$ cat src/rtl/uart_alu_pkg.sv
// Shared definitions for the UART-ALU block: widths, opcodes, sequencer states.
package uart_alu_pkg;

   localparam int         NB_DATA_DEF  = 8;
   localparam int         NB_OP_DEF    = 6;
   localparam logic [7:0] ERR_CODE_DEF = 8'hFF;

   localparam logic [NB_OP_DEF-1:0] OP_ADD = 6'b100000;
   localparam logic [NB_OP_DEF-1:0] OP_SUB = 6'b100010;
   localparam logic [NB_OP_DEF-1:0] OP_AND = 6'b100100;
   localparam logic [NB_OP_DEF-1:0] OP_OR  = 6'b100101;
   localparam logic [NB_OP_DEF-1:0] OP_XOR = 6'b100110;
   localparam logic [NB_OP_DEF-1:0] OP_NOR = 6'b100111;
   localparam logic [NB_OP_DEF-1:0] OP_SRA = 6'b000011;
   localparam logic [NB_OP_DEF-1:0] OP_SRL = 6'b000010;

   typedef enum logic [2:0] {
      ST_GET_A,
      ST_GET_B,
      ST_GET_OP,
      ST_EXEC,
      ST_SEND,
      ST_WAIT_TX
   } state_t;

   function automatic logic is_valid_op(input logic [NB_OP_DEF-1:0] op);
      case (op)
         OP_ADD, OP_SUB, OP_AND, OP_OR, OP_XOR, OP_NOR, OP_SRA, OP_SRL: return 1'b1;
         default: return 1'b0;
      endcase
   endfunction

endpackage

$ cat src/rtl/frame_timeout_counter.sv
// Inter-byte watchdog: counts idle cycles while enabled, flags the last allowed cycle.
module frame_timeout_counter #(
   parameter int TIMEOUT_CYCLES = 1000000,
   parameter int NB_TIMEOUT     = 20
) (
   input  logic clock,
   input  logic reset,
   input  logic clear,
   input  logic enable,
   output logic expired
);

   localparam logic [NB_TIMEOUT-1:0] LAST = NB_TIMEOUT'(TIMEOUT_CYCLES - 1);

   logic [NB_TIMEOUT-1:0] count;

   always_ff @(posedge clock) begin
      if (reset || clear)
         count <= '0;
      else if (enable && !expired)
         count <= count + 1'b1;
   end

   assign expired = enable && (count == LAST);

endmodule

$ cat src/rtl/uart_alu_sequencer.sv
// Frame controller: gathers A, B, opcode from rx, latches the ALU result and
// launches one tx byte, with opcode check and inter-byte timeout.
module uart_alu_sequencer
   import uart_alu_pkg::*;
#(
   parameter int                 NB_DATA        = NB_DATA_DEF,
   parameter int                 NB_OP          = NB_OP_DEF,
   parameter int                 TIMEOUT_CYCLES = 1000000,
   parameter int                 NB_TIMEOUT     = 20,
   parameter logic [NB_DATA-1:0] ERR_CODE       = NB_DATA'(ERR_CODE_DEF)
) (
   input  logic               i_clock,
   input  logic               i_reset,
   input  logic               i_rx_done_tick,
   input  logic [NB_DATA-1:0] i_rx_data,
   input  logic [NB_DATA-1:0] i_alu_result,
   input  logic               i_tx_done_tick,
   output logic               o_tx_start,
   output logic [NB_DATA-1:0] o_tx_data,
   output logic [NB_DATA-1:0] o_data_a,
   output logic [NB_DATA-1:0] o_data_b,
   output logic [NB_OP-1:0]   o_operation,
   output logic               o_busy,
   output logic               o_error
);

   state_t state;
   logic   in_frame;
   logic   expired;

   // Only the gaps inside a frame are timed; a byte restarts the window.
   assign in_frame = (state == ST_GET_B) || (state == ST_GET_OP);

   frame_timeout_counter #(
      .TIMEOUT_CYCLES (TIMEOUT_CYCLES),
      .NB_TIMEOUT     (NB_TIMEOUT)
   ) u_timeout (
      .clock   (i_clock),
      .reset   (i_reset),
      .clear   (i_rx_done_tick || !in_frame),
      .enable  (in_frame),
      .expired (expired)
   );

   always_ff @(posedge i_clock) begin
      if (i_reset) begin
         state       <= ST_GET_A;
         o_tx_start  <= 1'b0;
         o_tx_data   <= '0;
         o_data_a    <= '0;
         o_data_b    <= '0;
         o_operation <= '0;
         o_busy      <= 1'b0;
         o_error     <= 1'b0;
      end else begin
         o_tx_start <= 1'b0;
         case (state)
            ST_GET_A: if (i_rx_done_tick) begin
               o_data_a <= i_rx_data;
               o_error  <= 1'b0;
               o_busy   <= 1'b1;
               state    <= ST_GET_B;
            end
            // A byte arriving on the expiry cycle wins over the timeout.
            ST_GET_B: if (i_rx_done_tick) begin
               o_data_b <= i_rx_data;
               state    <= ST_GET_OP;
            end else if (expired) begin
               o_error <= 1'b1;
               o_busy  <= 1'b0;
               state   <= ST_GET_A;
            end
            ST_GET_OP: if (i_rx_done_tick) begin
               o_operation <= i_rx_data[NB_OP-1:0];
               state       <= ST_EXEC;
            end else if (expired) begin
               o_error <= 1'b1;
               o_busy  <= 1'b0;
               state   <= ST_GET_A;
            end
            ST_EXEC: begin
               if (is_valid_op(NB_OP_DEF'(o_operation))) begin
                  o_tx_data <= i_alu_result;
               end else begin
                  o_tx_data <= ERR_CODE;
                  o_error   <= 1'b1;
               end
               o_tx_start <= 1'b1;
               state      <= ST_SEND;
            end
            ST_SEND: state <= ST_WAIT_TX;
            ST_WAIT_TX: if (i_tx_done_tick) begin
               o_busy <= 1'b0;
               state  <= ST_GET_A;
            end
            default: begin
               o_busy <= 1'b0;
               state  <= ST_GET_A;
            end
         endcase
      end
   end

endmodule

$ cat config.mk
export PLATFORM = sky130hd
export DESIGN_NAME = uart_alu_sequencer
export DESIGN_NICKNAME = d
export VERILOG_FILES = /design/src/rtl/uart_alu_pkg.sv /design/src/rtl/frame_timeout_counter.sv /design/src/rtl/uart_alu_sequencer.sv
export SDC_FILE = /design/constraint.sdc
export NUM_CORES = 1
export LEC_CHECK = 0
export CAP_MARGIN = 20
export CORE_ASPECT_RATIO = 0.9
export CORE_MARGIN = 3
export CORE_UTILIZATION = 30
export DETAILED_ROUTE_END_ITERATION = 7
export GPL_ROUTABILITY_DRIVEN = 0
export PLACE_DENSITY_LB_ADDON = 0.3
export SYNTH_ARGS = -nofsm -noshare
export SYNTH_HDL_FRONTEND = slang
export SYNTH_SLANG_ARGS = --single-unit
$ cat constraint.sdc
create_clock -name i_clock -period 1.7 [get_ports i_clock]
set_input_delay 0.255 -clock i_clock [delete_from_list [all_inputs] [get_ports i_clock]]
set_output_delay 0.255 -clock i_clock [all_outputs]
set_load 0.02 [all_outputs]
Word level (Yosys, flattened, before mapping)

Cells that the tools add are included.

Register bits: 56
Latch bits: 0
Bits in writable memories: 0
Bits in read-only memories: 0
Input bits: 20
Output and inout port bits: 33
Word-level logic and storage cells: 69
Memories: 0

Add/subtract/negate cells: 1
Multipliers: 0
Div/mod/pow operators: 0
Order comparisons: 0
Equality and inequality tests: 19
Shifts and indexed selects: 0
Multiplexer cells: 21
Bitwise operators: 1
Reduce and logical (&&, ||, !) cells: 18

Operator list:

| cell                                                                    | number |
|---|---|
| 6-bit == test, second input constant                                    | 6 |
| 20-bit by 1-bit adder with 20-bit output, second input constant         | 1 |
| 20-bit == test, second input constant                                   | 1 |
| 3-bit case mux with 6 select lines                                      | 1 |
| 3-bit two-way mux                                                       | 5 |
| 6-bit by 2-bit == test with 1-bit output, second input constant         | 2 |
| 1-bit two-way mux                                                       | 12 |
| 5-bit AND reduction                                                     | 2 |
| 8-bit two-way mux                                                       | 1 |
| 2-bit inequality test, second input constant                            | 4 |
| 2-bit AND reduction                                                     | 4 |
| 8-bit OR reduction                                                      | 1 |
| 3-bit by 2-bit == test with 1-bit output, second input constant         | 2 |
| 3-bit == test, second input constant                                    | 2 |
| 1-bit case mux with 4 select lines                                      | 1 |
| 2-bit OR reduction                                                      | 2 |
| 3-bit by 1-bit == test with 1-bit output, second input constant         | 1 |
| 3-bit zero test                                                         | 1 |
| 1-bit logical OR                                                        | 3 |
| 1-bit case mux with 3 select lines                                      | 1 |
| 3-bit nonzero test                                                      | 1 |
| 1-bit logical AND                                                       | 2 |
| 1-bit zero test                                                         | 2 |
| 2-bit by 1-bit inequality test with 1-bit output, second input constant | 1 |
| 1-bit inverter                                                          | 1 |

Longest topological paths before layout

Gate-level depths: netlist of the first run.

Depth after elaboration: 7
Depth in mapped cells: 7
Mapped depth without buffers: 6

By module

Synthesis of the first run repeated with hierarchy kept, for this count alone.

Cell total of the unflattened synthesis: 299
Area, all modules: 2537.4 um2

By module, submodules not included:

| module                | times used | cells an instance | area each (um2) |
|---|---|---|---|
| uart_alu_sequencer    | 1          | 174               | 1495.2 |
| frame_timeout_counter | 1          | 125               | 1042.2 |

Worst setup path before layout of the first run

No wires, ideal clock.

Path kind: register -> register
Start: register u_timeout.count[0]
End: register u_timeout.count[1]
Setup time: 0.117 ns
Arrival time: 1.611 ns
Slack: -0.027 ns
Stages on the path, launching flop included: 8
Cell sequence: dfxtp_1 ha_1 and2_1 nand4_1 o21ai_0 buf_2 mux2i_1 nor2_1

Longest elaborated chain between the ends: 4
Elaborated cells on any way between the ends: 5

RTL lines:

| element                                                                          | line                        | RTL |
|---|---|---|
| start: declaration                                                               | frame_timeout_counter.sv:15 | `logic [NB_TIMEOUT-1:0] count;` |
| start signal: assignment                                                         | frame_timeout_counter.sv:21 | `count <= count + 1'b1;` |
| branches (longest 4 deep; another with 20-bit by 1-bit adder with 20-bit output) | n/a                         |  |

Parallel ways; which one is timed is not known.
A chain may end at the register's enable or synchronous reset.

Worst setup path after layout of the first run

Start: register state[0]
End: register u_timeout.count[4]

Longest elaborated chain between the ends: 5
Elaborated cells on any way between the ends: 9

RTL lines:

| element                                                                                                     | line                                                     | RTL |
|---|---|---|
| start: declaration                                                                                          | uart_alu_sequencer.sv:27                                 | `state_t state;` |
| start signal: assignment                                                                                    | uart_alu_sequencer.sv:47                                 | `state <= ST_GET_A;` |
| start signal: assignment                                                                                    | uart_alu_sequencer.sv:62                                 | `state <= ST_GET_B;` |
| start signal: assignment                                                                                    | uart_alu_sequencer.sv:67                                 | `state <= ST_GET_OP;` |
| 3-bit by 1-bit == test with 1-bit output / 3-bit by 2-bit == test with 1-bit output (equally long branches) | uart_alu_sequencer.sv:32                                 | `assign in_frame = (state == ST_GET_B) \|\| (state == ST_GET_OP);` |
| 1-bit logical OR *                                                                                          | uart_alu_sequencer.sv:32                                 |  |
| 1-bit logical AND / 1-bit zero test (equally long branches)                                                 | frame_timeout_counter.sv:24, uart_alu_sequencer.sv:40    |  |
| 1-bit zero test / 1-bit logical OR (equally long branches)                                                  | frame_timeout_counter.sv:20, uart_alu_sequencer.sv:40    |  |
| 1-bit logical AND / 1-bit logical OR (equally long branches)                                                | frame_timeout_counter.sv:20, frame_timeout_counter.sv:18 |  |

Every way passes the cells marked *; elsewhere a longest branch is shown, timed or not.

==> impl_metrics.py, run 1 <==
metrics = {
    "power": {
        "netSwitchingFraction_pct": 24.9,
        "p_leak_uw": 0.00121,
        "seq_power_share_pct": 54.9,
        "switchingPower_uw": 621,
        "p_int_uw": 1880,
        "power.density_nw_per_um2": 764,
        "clkPwrFrac_pct": 29.6,
        "ir_drop_uv": 352,
        "comb_power_share_pct": 15.6,
    },
    "global_routing": {
        "grt.busiest_layer": "met2",
        "grt.total_usage_pct": 12.4,
        "overflow": 0,
        "grtUsageMet3_pct": 2.65,
        "grt_use_met1_pct": 17.7,
        "grt_pass1_wl_mm": 9.00,
        "grt_max_degree": 38,
        "grt_pass1_vias": 1930,
        "met2_usage_pct": 19.3,
        "antenna_found_initial": 0,
    },
    "logic_synthesis": {
        "synth_top_cell_area_share_pct": 48.2,
        "synth_cells": 274,
        "yosysWarnings": 0,
        "syn_area_per_cell_um2": 8.48,
        "syn_nets": 295,
        "ys_ff_latch": 56,
        "yosys-top-cells-count": "dfxtp_1, nor2_1, nand2_1",
        "synth_area_leaders": "dfxtp_1, nor2_1, mux2i_1",
        "ys_types": 37,
        "synth_top_area_cell": "dfxtp_1",
        "async_reset_ff_share_pct": 0,
        "synth_edf_count": 0,
        "yosysSeqAreaShare_pct": 48.2,
        "synth.most_common_cell": "dfxtp_1",
        "synth_flop_cell": "dfxtp_1",
        "netlist_area_um2": 2320,
    },
    "drt": {
        "postRouteAntennaNets": 0,
        "route.detailed.drc": 0,
        "wirelength_mm": 5.36,
        "num_vias": 2051,
        "wire_per_inst_um": 12.2,
        "viasPerCell": 4.67,
        "dr.pass1.iters": 4,
        "drtIter0Drc": 52,
    },
    "clock_tree": {
        "ctsRootBufferMaster": "clkbuf_8",
        "cts_sinks": 56,
        "clkLatencyLatePin_ns": 0.30,
        "cts_buffers": 5,
        "cts_tree": "built",
        "h-tree-depth": 2,
        "cts.clk_slew.worst_paths_ns": 0.10,
        "clk_path_buf_depth": 2,
    },
    "hold_path": {
        "hold_end": "o_data_a[6]$_SDFFE_PP0P_",
        "min-delay-start": "o_data_a[6]$_SDFFE_PP0P_",
        "hold_path.class": "reg2reg",
        "hold_depth": 2,
    },
    "critical_path": {
        "rr_endpoint": "u_timeout.count[4]$_SDFFE_PP0P_",
        "worstRegToRegCells": 4,
        "arrival_ns": 1.87,
        "required_ns": 1.94,
        "critPathKind": "reg2reg",
        "crit_family": "simple AND/OR/NAND/NOR gates",
        "crit_chain": "xnor2_1 -> or4_1 -> or4_1 -> nand2_1",
        "cp-startpoint": "state[0]$_SDFFE_PP0P_",
        "slowest_delay_ns": 0.52,
        "critPathSlowestCell": "or4_1",
        "cp_max_fo": 4,
        "cp-end-kind": "register",
        "cp.buffers_inverters": 0,
        "critical_path.most_common_cell": "or4_1",
        "r2r_start": "state[0]$_SDFFE_PP0P_",
        "rrSetupSlack_ns": 0.07,
        "startpoint_type": "register",
    },
    "layout": {
        "drive_gt1_share_pct": 13.0,
        "antenna_cells": 0,
        "stdcell_count": 439,
        "nets": 366,
        "areaGrowthSynthToFinish_pct": 40.7,
    },
    "sta": {
        "tightest_slew_ns": 0.570,
        "finalCritPeriodShare_pct": 96.0,
        "tns_ns": 0,
        "clock-skew-final_ns": 0.00630,
        "fin_ws_ns": 0.0687,
        "grt_setup_unrepaired": "true",
        "max_freq_mhz": 613,
        "slew_headroom_pct": 61.7,
        "slew_viol_final": 0,
        "setup_viol": 0,
        "min_period_ns": 1.63,
        "hold_viol_final": 0,
    },
    "placement": {
        "place_ws_ns": -0.236,
        "place_hpwl_mm": 3.93,
        "dp_cells": 431,
        "io_buffers": 52,
    },
    "die": {
        "die-width_um": 98.8,
        "start_util_pct": 31.9,
        "core_area_um2": 7290,
        "ioPinCount": 53,
        "dieArea_um2": 8840,
        "die_h_um": 89.5,
        "rows": 29,
    },
    "run_status": {
        "outcome": "finished clean",
    },
    "job": {
        "cap_violations": 0,
    },
}
==> cells in the final DEF, fill, tap and decap left out, types with 2 or more instances in the layout <==
cell type,instances
nor4b_2,2
and2_1,2
dfxtp_1,53
clkdlybuf4s50_1,52
clkbuf_8,6
nor2b_1,2
or3_1,3
buf_4,22
dfxtp_2,3
nand2b_1,3
nand2_1,29
and3_1,8
o21ai_0,5
nor3_1,11
nor4_1,3
mux2i_1,15
xor2_1,13
o21a_1,2
or4_1,3
nor2_1,53
o211ai_1,2
inv_1,2
buf_12,3
nand3b_1,2
a21oi_1,13
nand3_1,8
nand4_1,7
==> cell type report <==
| type | count | area [µm²] |
|---|---|---|
| fillers | 732 | 4030 |
| repair buffers | 78 | 757 |
| multi-input cells | 202 | 1170 |
| clock buffers | 7 | 86.3 |
| inverters | 2 | 7.51 |
| flip-flops and latches | 56 | 1120 |
| well taps | 93 | 116 |
| clock inverters | 1 | 7.51 |
==> how the worst max path moves through the flow <==
stage / to / slack (ns) / cells after the start
after floorplan: u_timeout.count[4]$_SDFFE_PP0P_ / 0.01 / 5
after global placement: u_timeout.count[4]$_SDFFE_PP0P_ / -0.21 / 4
after detailed placement: u_timeout.count[4]$_SDFFE_PP0P_ / -0.24 / 4
after CTS: u_timeout.count[1]$_SDFFE_PP0P_ / 0.04 / 6
after global routing: u_timeout.count[1]$_SDFFE_PP0P_ / -0.03 / 6
final: u_timeout.count[4]$_SDFFE_PP0P_ / 0.07 / 4
==> cells by family after synthesis <==
family,count (synthesis),synth area share (%)
flip-flops,56,48.3
adder cells (fa/ha/maj),1,0.538
buffers and inverters,16,2.75
AO/OA/AOI/OAI,29,7.38
XOR/XNOR,14,5.28
multiplexers,15,6.46
AND/OR/NAND/NOR,143,29.3
==> flip-flops by register name, indices dropped and copies added, names as in the netlist <==
signal	flops
o_tx_data	8
u_timeout.count	20
o_data_a	8
o_data_b	8
o_tx_start	1
state	3
o_operation	6
o_error	1
o_busy	1
==> worst reg2reg max path: cells and delay by family (launching register included) <==
family,cells,cell delay (ns)
DFF,1,0.33
and+or+nand+nor,3,1.08
xor gates and xnor gates,1,0.17
==> stage by stage <==
| step | hold WS [ns] | utilization, % | instance area, µm² | power [µW] |
|---|---|---|---|---|
| 2_1_floorplan | 0.391 | - | 2320 | 1580 |
| 3_3_place_gp | 0.444 | 43.0 | 3140 | 1790 |
| 5_1_grt | 0.502 | 44.8 | 3270 | 2640 |
| 4_1_cts | 0.462 | 44.4 | 3240 | 2550 |
| 6_report | 0.457 | 44.8 | 3270 | 2500 |
| 3_5_place_dp | 0.448 | 43.0 | 3140 | 1790 |
==> layer usage <==
metal	vias to the layer above	wire length [µm]
met4	0	25
met1	939	2740
met2	33	2400
met5	-	0
met3	2	197
li1	1077	-
==> what timing repair did <==
item                                    CTS  global route
hold buffers                              0             0
setup buffers                             0             0
endpoints found under the setup margin    2            20
resized for setup                         1            10
pin swaps                                 0             1
==> power by group through the flow <==
stage	Combinational, µW	Clock (µW)	Sequential [µW]
final	389	738	1370
after global routing	423	841	1380
after floorplan	140	0	1440
after CTS	386	792	1370
after detailed placement	384	0	1400
after global placement	385	0	1400
(Power assumes the default switching activity.)
==> run 2: changes to the inputs <==
- ABC_AREA: not set -> 1
- CTS_BUF_LIST: not set -> sky130_fd_sc_hd__clkbuf_8
==> run 2 against run 1 <==
Fmax grew 2.2%; die area rose by 14%; area after synthesis grew 15%; largest cell class unchanged; largest power group unchanged.
==> impl_metrics.py, run 2 <==
metrics = {
    "clock_tree": {
        "cts_sinks": 56,
        "cts_buffers": 5,
        "clk_path_buf_depth": 2,
        "cts.clk_slew.worst_paths_ns": 0.11,
        "h-tree-depth": 2,
        "ctsRootBufferMaster": "clkbuf_8",
        "cts_tree": "built",
        "postCtsHoldBufs": 0,
        "clkLatencyLatePin_ns": 0.32,
    },
    "placement": {
        "place_hpwl_mm": 5.03,
        "io_buffers": 52,
        "place_ws_ns": 0.0441,
    },
    "sta": {
        "slew_headroom_pct": 73.7,
        "tightest_slew_ns": 0.395,
        "grt_setup_unrepaired": "true",
        "hold_viol_final": 0,
        "max_freq_mhz": 627,
        "finalCritPeriodShare_pct": 93.9,
        "min_period_ns": 1.60,
        "clock-skew-final_ns": 0.0108,
        "fin_ws_ns": 0.104,
        "setup_viol": 0,
        "slew_viol_final": 0,
    },
    "global_routing": {
        "grt.total_usage_pct": 13.3,
        "grt_max_degree": 32,
        "grt_pass1_wl_mm": 10.9,
        "grt_pass1_vias": 2275,
        "overflow": 0,
        "antenna_found_initial": 0,
    },
    "power": {
        "ir_drop_uv": 433,
        "p_leak_uw": 0.00130,
        "power.density_nw_per_um2": 857,
    },
    "layout": {
        "drive_gt1_share_pct": 13.0,
        "nets": 467,
        "mostFrequentLayoutCell": "nand2_1",
        "regArea_um2": 1120,
        "largest-register": "u_timeout.count",
        "areaGrowthSynthToFinish_pct": 32.4,
        "nFillCells": 874,
        "most-common-layout-cells": "nand2_1, nor2_1, dfxtp_1",
        "largest_register_ffs": 20,
        "multi_input_area_um2": 1340,
        "antenna_cells": 0,
        "final_util_pct": 42.3,
    },
    "critical_path": {
        "crit_chain": "ha_1 -> nand3_2 -> clkinv_2 -> nand2_2 -> nor2_4 -> nand2_2 -> nand2_4 -> buf_4 -> nand2_1 -> a21oi_1",
        "critPathKind": "reg2reg",
        "worstRegToRegCells": 10,
        "critical_path.most_common_cell": "nand2_2",
        "crit_family": "simple AND/OR/NAND/NOR gates",
        "cp_max_fo": 10,
        "required_ns": 1.95,
        "cp-end-kind": "register",
        "critPathSlowestCell": "dfxtp_1",
        "cp.buffers_inverters": 2,
        "startpoint_type": "register",
        "arrival_ns": 1.84,
        "slowest_delay_ns": 0.37,
        "rrSetupSlack_ns": 0.10,
        "path_depth": 10,
    },
    "drt": {
        "postRouteAntennaNets": 0,
        "route.detailed.drc": 0,
        "wirelength_mm": 6.64,
        "num_vias": 2577,
        "wire_per_inst_um": 11.8,
        "dr.pass1.iters": 4,
        "drtIter0Drc": 134,
        "viasPerCell": 4.59,
    },
    "die": {
        "core_area_um2": 8340,
        "die_h_um": 95.4,
        "die-width_um": 105,
        "ioPinCount": 53,
        "rows": 31,
        "dieArea_um2": 10000,
        "start_util_pct": 31.9,
    },
    "logic_synthesis": {
        "syn_nets": 395,
        "synth_area_leaders": "dfxtp_1, nand2_1, nor2_1",
        "yosysWarnings": 0,
        "async_reset_ff_share_pct": 0,
        "yosys-top-cells-count": "nand2_1, nor2_1, dfxtp_1",
        "netlist_area_um2": 2660,
        "yosysSeqAreaShare_pct": 42.1,
        "synth_edf_count": 0,
        "synth_top_area_cell": "dfxtp_1",
        "synth.most_common_cell": "nand2_1",
        "synth_top_cell_area_share_pct": 42.1,
        "synth_cells": 374,
        "syn_area_per_cell_um2": 7.12,
        "ys_ff_latch": 56,
        "ys_types": 34,
        "synth_flop_cell": "dfxtp_1",
    },
    "run_status": {
        "outcome": "finished clean",
    },
    "hold_path": {
        "hold_path.class": "reg2reg",
        "hold_depth": 2,
    },
    "job": {
        "cap_violations": 0,
    },
}
-- run 2: report_power, final --
| group | internal, µW | total [µW] | switching, µW | leakage (µW) |
|---|---|---|---|---|
| registers | 1400 | 1460 | 52.7 | 0.000456 |
| clock network | 331 | 790 | 459 | 0.0000434 |
| logic | 318 | 775 | 457 | 0.000802 |
| total | 2050 | 3020 | 968 | 0.00130 |
-- run 2: worst min-delay path, cell delays in order, from the launching register on --
cell	delay, ns
dfxtp_1	0.34
nand2_1	0.06
a21oi_1	0.05
-- run 2: cell type report --
| cell class | instances | share of cell area (%) |
|---|---|---|
| Sequential cell | 56 | 31.8 |
| Inverter | 39 | 4.26 |
| Timing Repair Buffer | 72 | 19.0 |
| Tap cell | 115 | 4.08 |
| Multi-Input combinational cell | 272 | 38.0 |
| Clock inverter | 2 | 0.426 |
| Clock buffer | 6 | 2.34 |
-- run 2: worst paths after layout --
| kind | start | endpoint |
|---|---|---|
| hold / removal | o_busy$_SDFFE_PP0P_ | o_busy$_SDFFE_PP0P_ |
| setup reg to reg | u_timeout.count[0]$_SDFFE_PP0P_ | u_timeout.count[8]$_SDFFE_PP0P_ |
| hold reg to reg | o_busy$_SDFFE_PP0P_ | o_busy$_SDFFE_PP0P_ |
| setup / recovery | u_timeout.count[0]$_SDFFE_PP0P_ | u_timeout.count[8]$_SDFFE_PP0P_ |
-- run 2: kinds of logic after synthesis --
| group | Yosys count | share of synthesized area [%] |
|---|---|---|
| AOI/OAI and AO/OA | 63 | 14.6 |
| xor gates and xnor gates | 11 | 3.62 |
| adders and majority gates | 1 | 0.470 |
| DFF | 56 | 42.1 |
| buffers and inverters | 46 | 7.52 |
| and+or+nand+nor | 197 | 31.6 |
-- run 2: layer usage --
layer	vias up	share of wire [%]	routed length (µm)	track usage, %
met1	1183	48	3200	18.6
met5	-	0	0	0
met3	7	4.7	310	3.45
met4	0	1.3	85	4.04
li1	1345	-	-	-
met2	42	46	3040	20.0
-- run 2: timing repair --
action	CTS	global route
setup buffers	0	1
gates resized for setup	0	3
endpoints found under the setup margin	0	19
-- run 2: per-stage QoR --
stage,instance area (µm²),setup TNS (ns),hold slack [ns],power [µW],std cells
floorplan,2660,0,0.324,1950,374
global placement,3420,0,0.467,2260,553
detailed placement,3420,0,0.470,2260,553
CTS,3510,0,0.485,3060,561
global route,3520,-0.0525,0.514,3200,562
finish,3520,0,0.480,3020,562
==> run 3: changes to the inputs <==
- CTS_BUF_LIST: sky130_fd_sc_hd__clkbuf_8 -> sky130_fd_sc_hd__clkbuf_8 sky130_fd_sc_hd__clkbuf_16
- HOLD_SLACK_MARGIN: not set -> 0.06
- PLACE_DENSITY_LB_ADDON: 0.3 -> not set
==> run 3 against run 2 <==
Non-clock buffer count increased by 5; critical endpoint is now o_operation[5]; first-iteration DRC count fell by 29%; register-to-register slack better by 0.03 ns; design area up 2.3%; clock-buffer cell count decreased by 1; critical path depth shrank 9; combinational power grew 7.2%; utilization rose by 0.98 points; critical path type is now reg2out; sequential share of layout area shrank 0.68 points.
==> impl_metrics.py, run 3 (synthesis gave the netlist of run 2 again) <==
metrics = {
    "placement": {
        "place_ws_ns": 0.0359,
        "io_buffers": 52,
        "placed_cell_area_um2": 3440,
        "dp_cells": 553,
        "place_hpwl_mm": 5.00,
    },
    "clock_tree": {
        "cts_buffers": 5,
        "cts_sinks": 56,
        "cts.clk_slew.worst_paths_ns": 0.11,
        "clkLatencyLatePin_ns": 0.31,
        "cts_tree": "built",
        "ctsRootBufferMaster": "clkbuf_8",
        "postCtsHoldBufs": 0,
        "clk_path_buf_depth": 2,
        "h-tree-depth": 2,
    },
    "global_routing": {
        "grt_max_degree": 32,
        "antenna_found_initial": 0,
        "grt_pass1_vias": 2395,
        "grt_pass1_wl_mm": 11.2,
        "grt.total_usage_pct": 13.6,
        "overflow": 0,
    },
    "layout": {
        "design_area_um2": 3610,
        "nFillCells": 851,
        "areaGrowthSynthToFinish_pct": 35.5,
        "stdcell_count": 567,
        "drive_gt1_share_pct": 14.4,
        "largest_register_ffs": 20,
        "antenna_cells": 0,
        "mostFrequentLayoutCell": "nand2_1",
        "largest-register": "u_timeout.count",
        "most-common-layout-cells": "nand2_1, nor2_1, dfxtp_1",
        "nets": 472,
    },
    "drt": {
        "wirelength_mm": 6.66,
        "postRouteAntennaNets": 0,
        "wl_met2_mm": 2.99,
        "wl_met1_mm": 3.31,
        "wire_per_inst_um": 11.7,
        "viasPerCell": 4.50,
        "dr.pass1.iters": 4,
        "dr_wl_met3_um": 274,
        "route.detailed.drc": 0,
        "drtIter0Drc": 95,
        "num_vias": 2550,
        "top_layer": "met4",
    },
    "critical_path": {
        "critPathSlowestCell": "clkdlybuf4s50_1",
        "crit_family": "buffers and inverters",
        "slowest_delay_ns": 0.63,
        "cp_max_fo": 4,
        "critPathKind": "reg2out",
        "cp.buffers_inverters": 1,
        "required_ns": 1.44,
        "arrival_ns": 1.33,
        "cp-end-kind": "output pin",
        "startpoint_type": "register",
        "crit_chain": "clkdlybuf4s50_1",
    },
    "power": {
        "clkPwrFrac_pct": 25.3,
        "comb_power_share_pct": 27.2,
        "p_int_uw": 2070,
        "switchingPower_uw": 994,
        "netSwitchingFraction_pct": 32.5,
        "seq_power_share_pct": 47.6,
        "ir_drop_uv": 388,
        "p_leak_uw": 0.00134,
        "power.density_nw_per_um2": 849,
    },
    "sta": {
        "tns_ns": 0,
        "hold_viol_final": 0,
        "setup_viol": 0,
        "slew_viol_final": 0,
        "finalCritPeriodShare_pct": 93.0,
        "max_freq_mhz": 632,
        "fin_hold_ws_ns": 0.474,
        "tightest_slew_ns": 0.321,
        "fin_ws_ns": 0.119,
        "clock-skew-final_ns": 0.0148,
        "slew_headroom_pct": 78.4,
        "min_period_ns": 1.58,
    },
    "die": {
        "rows": 31,
        "dieArea_um2": 10000,
        "die-width_um": 105,
        "core_area_um2": 8340,
        "start_util_pct": 31.9,
        "die_h_um": 95.4,
        "ioPinCount": 53,
    },
    "job": {
        "cap_violations": 0,
    },
    "run_status": {
        "outcome": "finished clean",
    },
    "hold_path": {
        "hold_path.class": "reg2reg",
    },
}
-- run 3: timing repair --
item / CTS / global route
endpoints found under the hold margin: 0 / 0
endpoints found under the setup margin: 0 / 27
resized for setup: 0 / 10
buffers inserted: 0 / 6
-- run 3: cell type report --
class | count | area [µm²] | share of cell area (%)
Clock buffer | 5 | 68.8 | 1.91
Clock inverter | 3 | 27.5 | 0.763
Inverter | 39 | 155 | 4.30
Multi-Input combinational cell | 272 | 1350 | 37.4
Sequential cell | 56 | 1120 | 31.2
Tap cell | 115 | 144 | 3.99
Timing Repair Buffer | 77 | 737 | 20.4
-- run 3: layer usage --
metal	track usage, %	vias up
li1	-	1352
met1	18.6	1134
met2	22.1	58
met3	2.23	6
met4	3.93	0
met5	0	-
-- run 3: per-stage QoR --
stage               power [µW]  utilization, %
CTS                       3070            42.4
global placement          2290            41.3
global route              3240            43.2
floorplan                 1950               -
finish                    3060            43.2
detailed placement        2290            41.3
-- run 3: path summary, 6_finish.rpt --
| kind | from | endpoint | slack (ns) | cells after the start |
|---|---|---|---|---|
| worst max-delay path | o_operation[5]$_SDFFE_PP0P_ | o_operation[5] | 0.12 | 1 |
| worst min-delay path | o_error$_SDFFE_PP0P_ | o_error$_SDFFE_PP0P_ | 0.47 | 2 |
| worst max register to register | u_timeout.count[0]$_SDFFE_PP0P_ | state[1]$_SDFFE_PP0P_ | 0.13 | 11 |
| worst min register to register | o_error$_SDFFE_PP0P_ | o_error$_SDFFE_PP0P_ | 0.47 | 2 |
-- run 3: power by group through the flow --
stage / registers (µW) / logic (µW) / clock network, µW
detailed placement: 1480 / 807 / 0
global placement: 1480 / 804 / 0
floorplan: 1570 / 376 / 0
finish: 1460 / 831 / 773
global route: 1470 / 910 / 862
CTS: 1460 / 808 / 808
==> edit 1: new RTL, flow settings as in run 3 <==
`NB_DATA_DEF`: 8 -> 10.
--- a/src/rtl/uart_alu_pkg.sv
+++ b/src/rtl/uart_alu_pkg.sv
@@ -1,7 +1,7 @@
 // Shared definitions for the UART-ALU block: widths, opcodes, sequencer states.
 package uart_alu_pkg;
 
-   localparam int         NB_DATA_DEF  = 8;
+   localparam int         NB_DATA_DEF  = 10;
    localparam int         NB_OP_DEF    = 6;
    localparam logic [7:0] ERR_CODE_DEF = 8'hFF;
 
Ports: changed (5 resized); port bits go from 53 to 63. No check against the original RTL was run, so the function may have changed too.
==> edit 1 against run 3 <==
Maximum frequency down 0.15%. Area after synthesis up 7.1%. Sequential share of layout area up 0.89 points. Total power up 29%. Synthesized cell count up 7.8%. Cell area up 7.5%. Count of clock-buffer cells in the layout up 4. Combinational power up 5.3%. Setup slack worse by 0.0024 ns. Wire length up 3.7%. Via count up 6.4%. Sequential cell count up 6. Non-clock buffer count down 4. Critical path depth unchanged.
==> edit 1: results (changes against run 3) <==
The highest net fanout along the worst path was 3 (-1); the share of async-settable or async-resettable flops after synthesis was 0% (unchanged). The logs give 29 (-15%) for the number of distinct library cell variants in the gate-level netlist after synthesis and 11.7 mm (+5.1%) for the wire length of the first global-routing pass. The run gives 2587 (+8.0%) as the number of global-route vias before repair. Setup slack after placement: 0.0969 ns (+0.0611 ns).

The number of antenna violations at the first check in global routing is 0 (unchanged). The ratio of cells with drive above 1 in the final layout works out to 9.58% (-4.8 points). Sum of net half-perimeters after detailed placement: 5.05 mm (+0.93%).

Gate count of the mapped netlist: 403 (+7.8%). In this run the clock root is driven by a clkbuf_8. The data arrival time of the critical path was 1.33 ns (about the same). The number of levels the H-tree was split into was 3 (+1); the total wire length was 6.91 mm (+3.7%). Clock transition at the registers of the reported paths: 0.07 ns (-0.04 ns). The global router's overall resource usage was 13.8% (+0.20 points).

The instance count after placement with tap cells included is 586 (+6.0%). The measured slew at the worst slew-check pin came out at 0.369 ns (+0.0478 ns). The maximum cell stage delay along the critical path is 0.62 ns, and the post-synthesis sequential area ratio is 43.6% (+1.4 points). Worst vdd rail ir drop: 0.560 mV (+44%).

The flip-flop count of the largest register after layout came out at 20 (unchanged). The instance area after placement came out at 3640 um2 (+5.8%). The run gives 9 (+4) as the total clock buffers created by CTS.

The commonest cells after synthesis are 99 x nand2_1, 62 x dfxtp_1, 55 x nor2_1. In the synthesized netlist the dominant register cell turns out to be dfxtp_1. The run finished with clean final reports. The cell family contributing the most delay on the critical path was buffers and inverters. Sorting the synthesized cells by area gives the leading types as dfxtp_1 44%, nand2_1 13%, nor2_1 7.2%. The DRC violation total after the first TritonRoute iteration came out at 66 (-31%). The leakage power figure came out at 1.42 nW (+5.9%). The type of the tightest min-delay check is register to register. The via total after detailed routing is 2713 (+6.4%), and the pin count of the biggest net entering global routing is 38 (+19%). Wire length per cell after detailed routing: 11.5 um (-2.3%).

Start point of the worst min-delay path: o_data_a[0]. The startpoint identified for the worst register-to-register timing path is u_timeout.count[0]. The count of antenna diodes in the layout was 0 (unchanged).

The clock skew is 0.00980 ns (-0.00499 ns). The run gives 500 (+5.9%) as the count of nets after finishing. The largest individual stage delay along the critical path comes from the cell clkdlybuf4s50_1. The quantity of I/O buffers inserted on ports is 62 (+19%), and the number of cells upsized or downsized after cts is 0 (unchanged). Number of nets in the synthesized netlist: 428 (+8.4%). Ranked by flip-flop count, first place goes to u_timeout.count. The critical path starts at o_operation[1]. The insertion delay to the later sink of the worst-skew pair was 0.34 ns (+0.03 ns); the number of iterations in the first detailed-routing pass was 4 (unchanged). Buffer depth of the longest clock path: 2 (unchanged).
-- edit 1: kinds of logic (layout without fill, tap and decap cells) --
group / after synthesis / in the layout / synth area share (%)
buffers and inverters: 58 / 135 / 8.78
adder cells (fa/ha/maj): 1 / 1 / 0.439
XOR/XNOR: 12 / 12 / 3.69
AND/OR/NAND/NOR: 187 / 187 / 27.4
AO/OA/AOI/OAI: 83 / 83 / 16.1
flip-flops: 62 / 62 / 43.6
-- edit 1: metal layers --
| metal | part of all wire [%] | vias up | wire length, um | track usage, % |
|---|---|---|---|---|
| met4 | 0.88 | 0 | 61 | 4.27 |
| met3 | 7.1 | 6 | 491 | 6.42 |
| met5 | 0 | - | 0 | 0 |
| li1 | - | 1440 | - | - |
| met2 | 44 | 53 | 3030 | 20.9 |
| met1 | 48 | 1214 | 3320 | 17.3 |
-- edit 1: where the power goes --
part | switching [mW] | internal (mW) | total (mW)
Clock | 0.618 | 0.829 | 1.45
Combinational | 0.506 | 0.369 | 0.875
Sequential | 0.0660 | 1.56 | 1.63
Total | 1.19 | 2.76 | 3.95
-- edit 1: cell type report --
type                       instances  area (um2)
tap                              122         153
clock inverter                     7        98.8
clock buffer                       9         124
timing repair buffer              73         723
sequential                        62        1240
inverter                          46         175
fill                             944        5290
multi-input combinational        283        1360
-- edit 1: through the flow --
step | TNS [ns] | hold WS [ns]
2_1_floorplan | 0 | 0.324
3_3_place_gp | 0 | 0.432
3_5_place_dp | 0 | 0.435
4_1_cts | 0 | 0.451
5_1_grt | -0.000855 | 0.471
6_report | 0 | 0.445
-- edit 1: path summary, 6_finish.rpt --
path	endpoint	slack, ns	depth (start not counted)
setup reg to reg	u_timeout.count[18]	0.16	8
setup / recovery	o_operation[1]	0.12	1
hold reg to reg	o_data_a[0]	0.45	2
hold / removal	o_data_a[0]	0.45	2
==> edit 2: new RTL, config.mk and constraints of run 3 <==
Without the edit above. Re-encode `state_t` (6 states) as one-hot, 6 bits wide.
--- a/src/rtl/uart_alu_pkg.sv
+++ b/src/rtl/uart_alu_pkg.sv
@@ -14,13 +14,13 @@
    localparam logic [NB_OP_DEF-1:0] OP_SRA = 6'b000011;
    localparam logic [NB_OP_DEF-1:0] OP_SRL = 6'b000010;
 
-   typedef enum logic [2:0] {
-      ST_GET_A,
-      ST_GET_B,
-      ST_GET_OP,
-      ST_EXEC,
-      ST_SEND,
-      ST_WAIT_TX
+   typedef enum logic [5:0] {
+      ST_GET_A   = 6'b000001,
+      ST_GET_B   = 6'b000010,
+      ST_GET_OP  = 6'b000100,
+      ST_EXEC    = 6'b001000,
+      ST_SEND    = 6'b010000,
+      ST_WAIT_TX = 6'b100000
    } state_t;
 
    function automatic logic is_valid_op(input logic [NB_OP_DEF-1:0] op);
Function: same outputs for any inputs over 10 cycles, from zero or initial values and one cycle with i_reset high; not proved beyond that.
==> edit 2 against run 3 <==
Highest routed layer unchanged. Cell area increased by 3.6%. Wire length up 10%. Synthesized cell count rose by 10%. Combinational power down 36%. Critical path depth unchanged. Setup slack lost 0.027 ns. Area after synthesis up 5.2%. Global-route usage rose by 0.90 points. First-iteration DRC count is 4.2% lower. Total power grew 11%. Clock skew is 0.0025 ns lower. Sequential cell count grew 3.
==> edit 2: results (changes against run 3) <==
Number of distinct library cell variants in the gate-level netlist after synthesis: 30 (-12%). For the instance area after placement, the log shows 3530 um2 (+2.5%). The logs give 78.7% (+0.32 points) for the worst-case headroom to the max-slew limit and 14.5% (+0.90 points) for the global router's overall resource usage.

Post-synthesis sequential area ratio: 42.2% (+0.055 points). The number of non-filler instances in the completed layout was 603 (+6.3%). The total clock buffers created by CTS came out at 9 (+4). The number of levels the H-tree was split into was 3 (+1); the number of vias per cell after detailed routing was 4.64 (+3.1%). Clock skew: 0.0122 ns (-0.00254 ns). The worst vdd rail ir drop was 0.422 mV (+8.7%). The number of global-route vias before repair came out at 2727 (+14%).

The wire length per cell after detailed routing is 12.2 um (+3.5%). The run finished with clean final reports. The synthesized area per cell is 6.80 um2 (-4.5%). The commonest cells after synthesis are 105 x nor2_1, 99 x nand2_1, 59 x dfxtp_1. By area the synthesized netlist is led by dfxtp_1 42%, nor2_1 14%, nand2_1 13%. The logs give 5.33 mm (+6.6%) for the sum of net half-perimeters after detailed placement and 1.48 nW (+10%) for the leakage power figure. The tools report the count of nets after finishing as 500 (+5.9%). The net switching fraction of the power was 29.8% (-2.7 points).

Number of iterations in the first detailed-routing pass: 7 (+3). The ratio of cells with drive above 1 in the final layout was 9.92% (-4.5 points). Pin count of the biggest net entering global routing: 24 (-25%).

The startpoint identified for the worst register-to-register timing path is u_timeout.count[1]. The run gives 12.4 mm (+11%) as the wire length of the first global-routing pass. The synthesized-area fraction occupied by xor and xnor cells was 3.44% (-0.18 points). Adder-cell share of the synthesized area: 0.447% (-0.023 points). Number of nets in the synthesized netlist: 433 (+9.6%). Clock transition at the registers of the reported paths: 0.08 ns (-0.03 ns). The setup slack after placement is 0.0557 ns (+0.0199 ns), and the data arrival time of the critical path is 1.35 ns (+0.02 ns).

Insertion delay to the later sink of the worst-skew pair: 0.35 ns (+0.04 ns). DRC violation total after the first TritonRoute iteration: 91 (-4.2%). The tools report the instance count after placement with tap cells included as 587 (+6.1%). Complex-gate fraction of the synthesized area: 10.8% (-3.8 points).
==> edit 2: metal layers <==
metal / global-route usage, % / part of all wire (%) / wire length, um / vias to the layer above
met5: 0 / 0 / 0 / -
met4: 3.30 / 0.41 / 30 / 0
met3: 6.64 / 8.2 / 598 / 4
met2: 22.6 / 44 / 3240 / 66
met1: 18.2 / 47 / 3460 / 1282
li1: - / - / - / 1445
==> edit 2: power by group through the flow <==
stage               clock [mW]  combinational (mW)  sequential (mW)
floorplan                    0               0.227             1.58
global placement             0               0.525             1.52
detailed placement           0               0.533             1.51
CTS                       1.40               0.535             1.48
global route              1.47               0.584             1.49
finish                    1.37               0.531             1.48
==> edit 2: layout make-up <==
class                           count  area, um2
Multi-Input combinational cell    308       1430
Sequential cell                    59       1180
Clock inverter                      7       83.8
Clock buffer                        9        124
Timing Repair Buffer               65        631
Tap cell                          119        149
Inverter                           36        138
Fill cell                         958       5070
==> edit 2: logic make-up (layout without fill, tap and decap cells) <==
logic type,count (synthesis),in the layout
flip-flops,59,59
buffers and inverters,45,117
AND/OR/NAND/NOR,242,242
adder cells (fa/ha/maj),1,1
AO/OA/AOI/OAI,54,54
XOR/XNOR,11,11
==> edit 2: timing repair <==
action	4_1_cts	5_1_grt
setup endpoints to repair	0	19
setup buffers	0	0
resized for setup	0	2
==> edit 2: path summary, 6_finish.rpt <==
check | end | slack [ns] | cells after the start
worst max-delay path | o_operation[5] | 0.09 | 1
worst max register to register | u_timeout.count[7] | 0.14 | 8
worst min register to register | o_error | 0.49 | 2
worst min-delay path | o_error | 0.49 | 2
==> edit 2: tightest hold or removal path: cells and delay by family (launching register included) <==
family	cells	cell delay (ns)
simple gates	2	0.12
flops	1	0.34
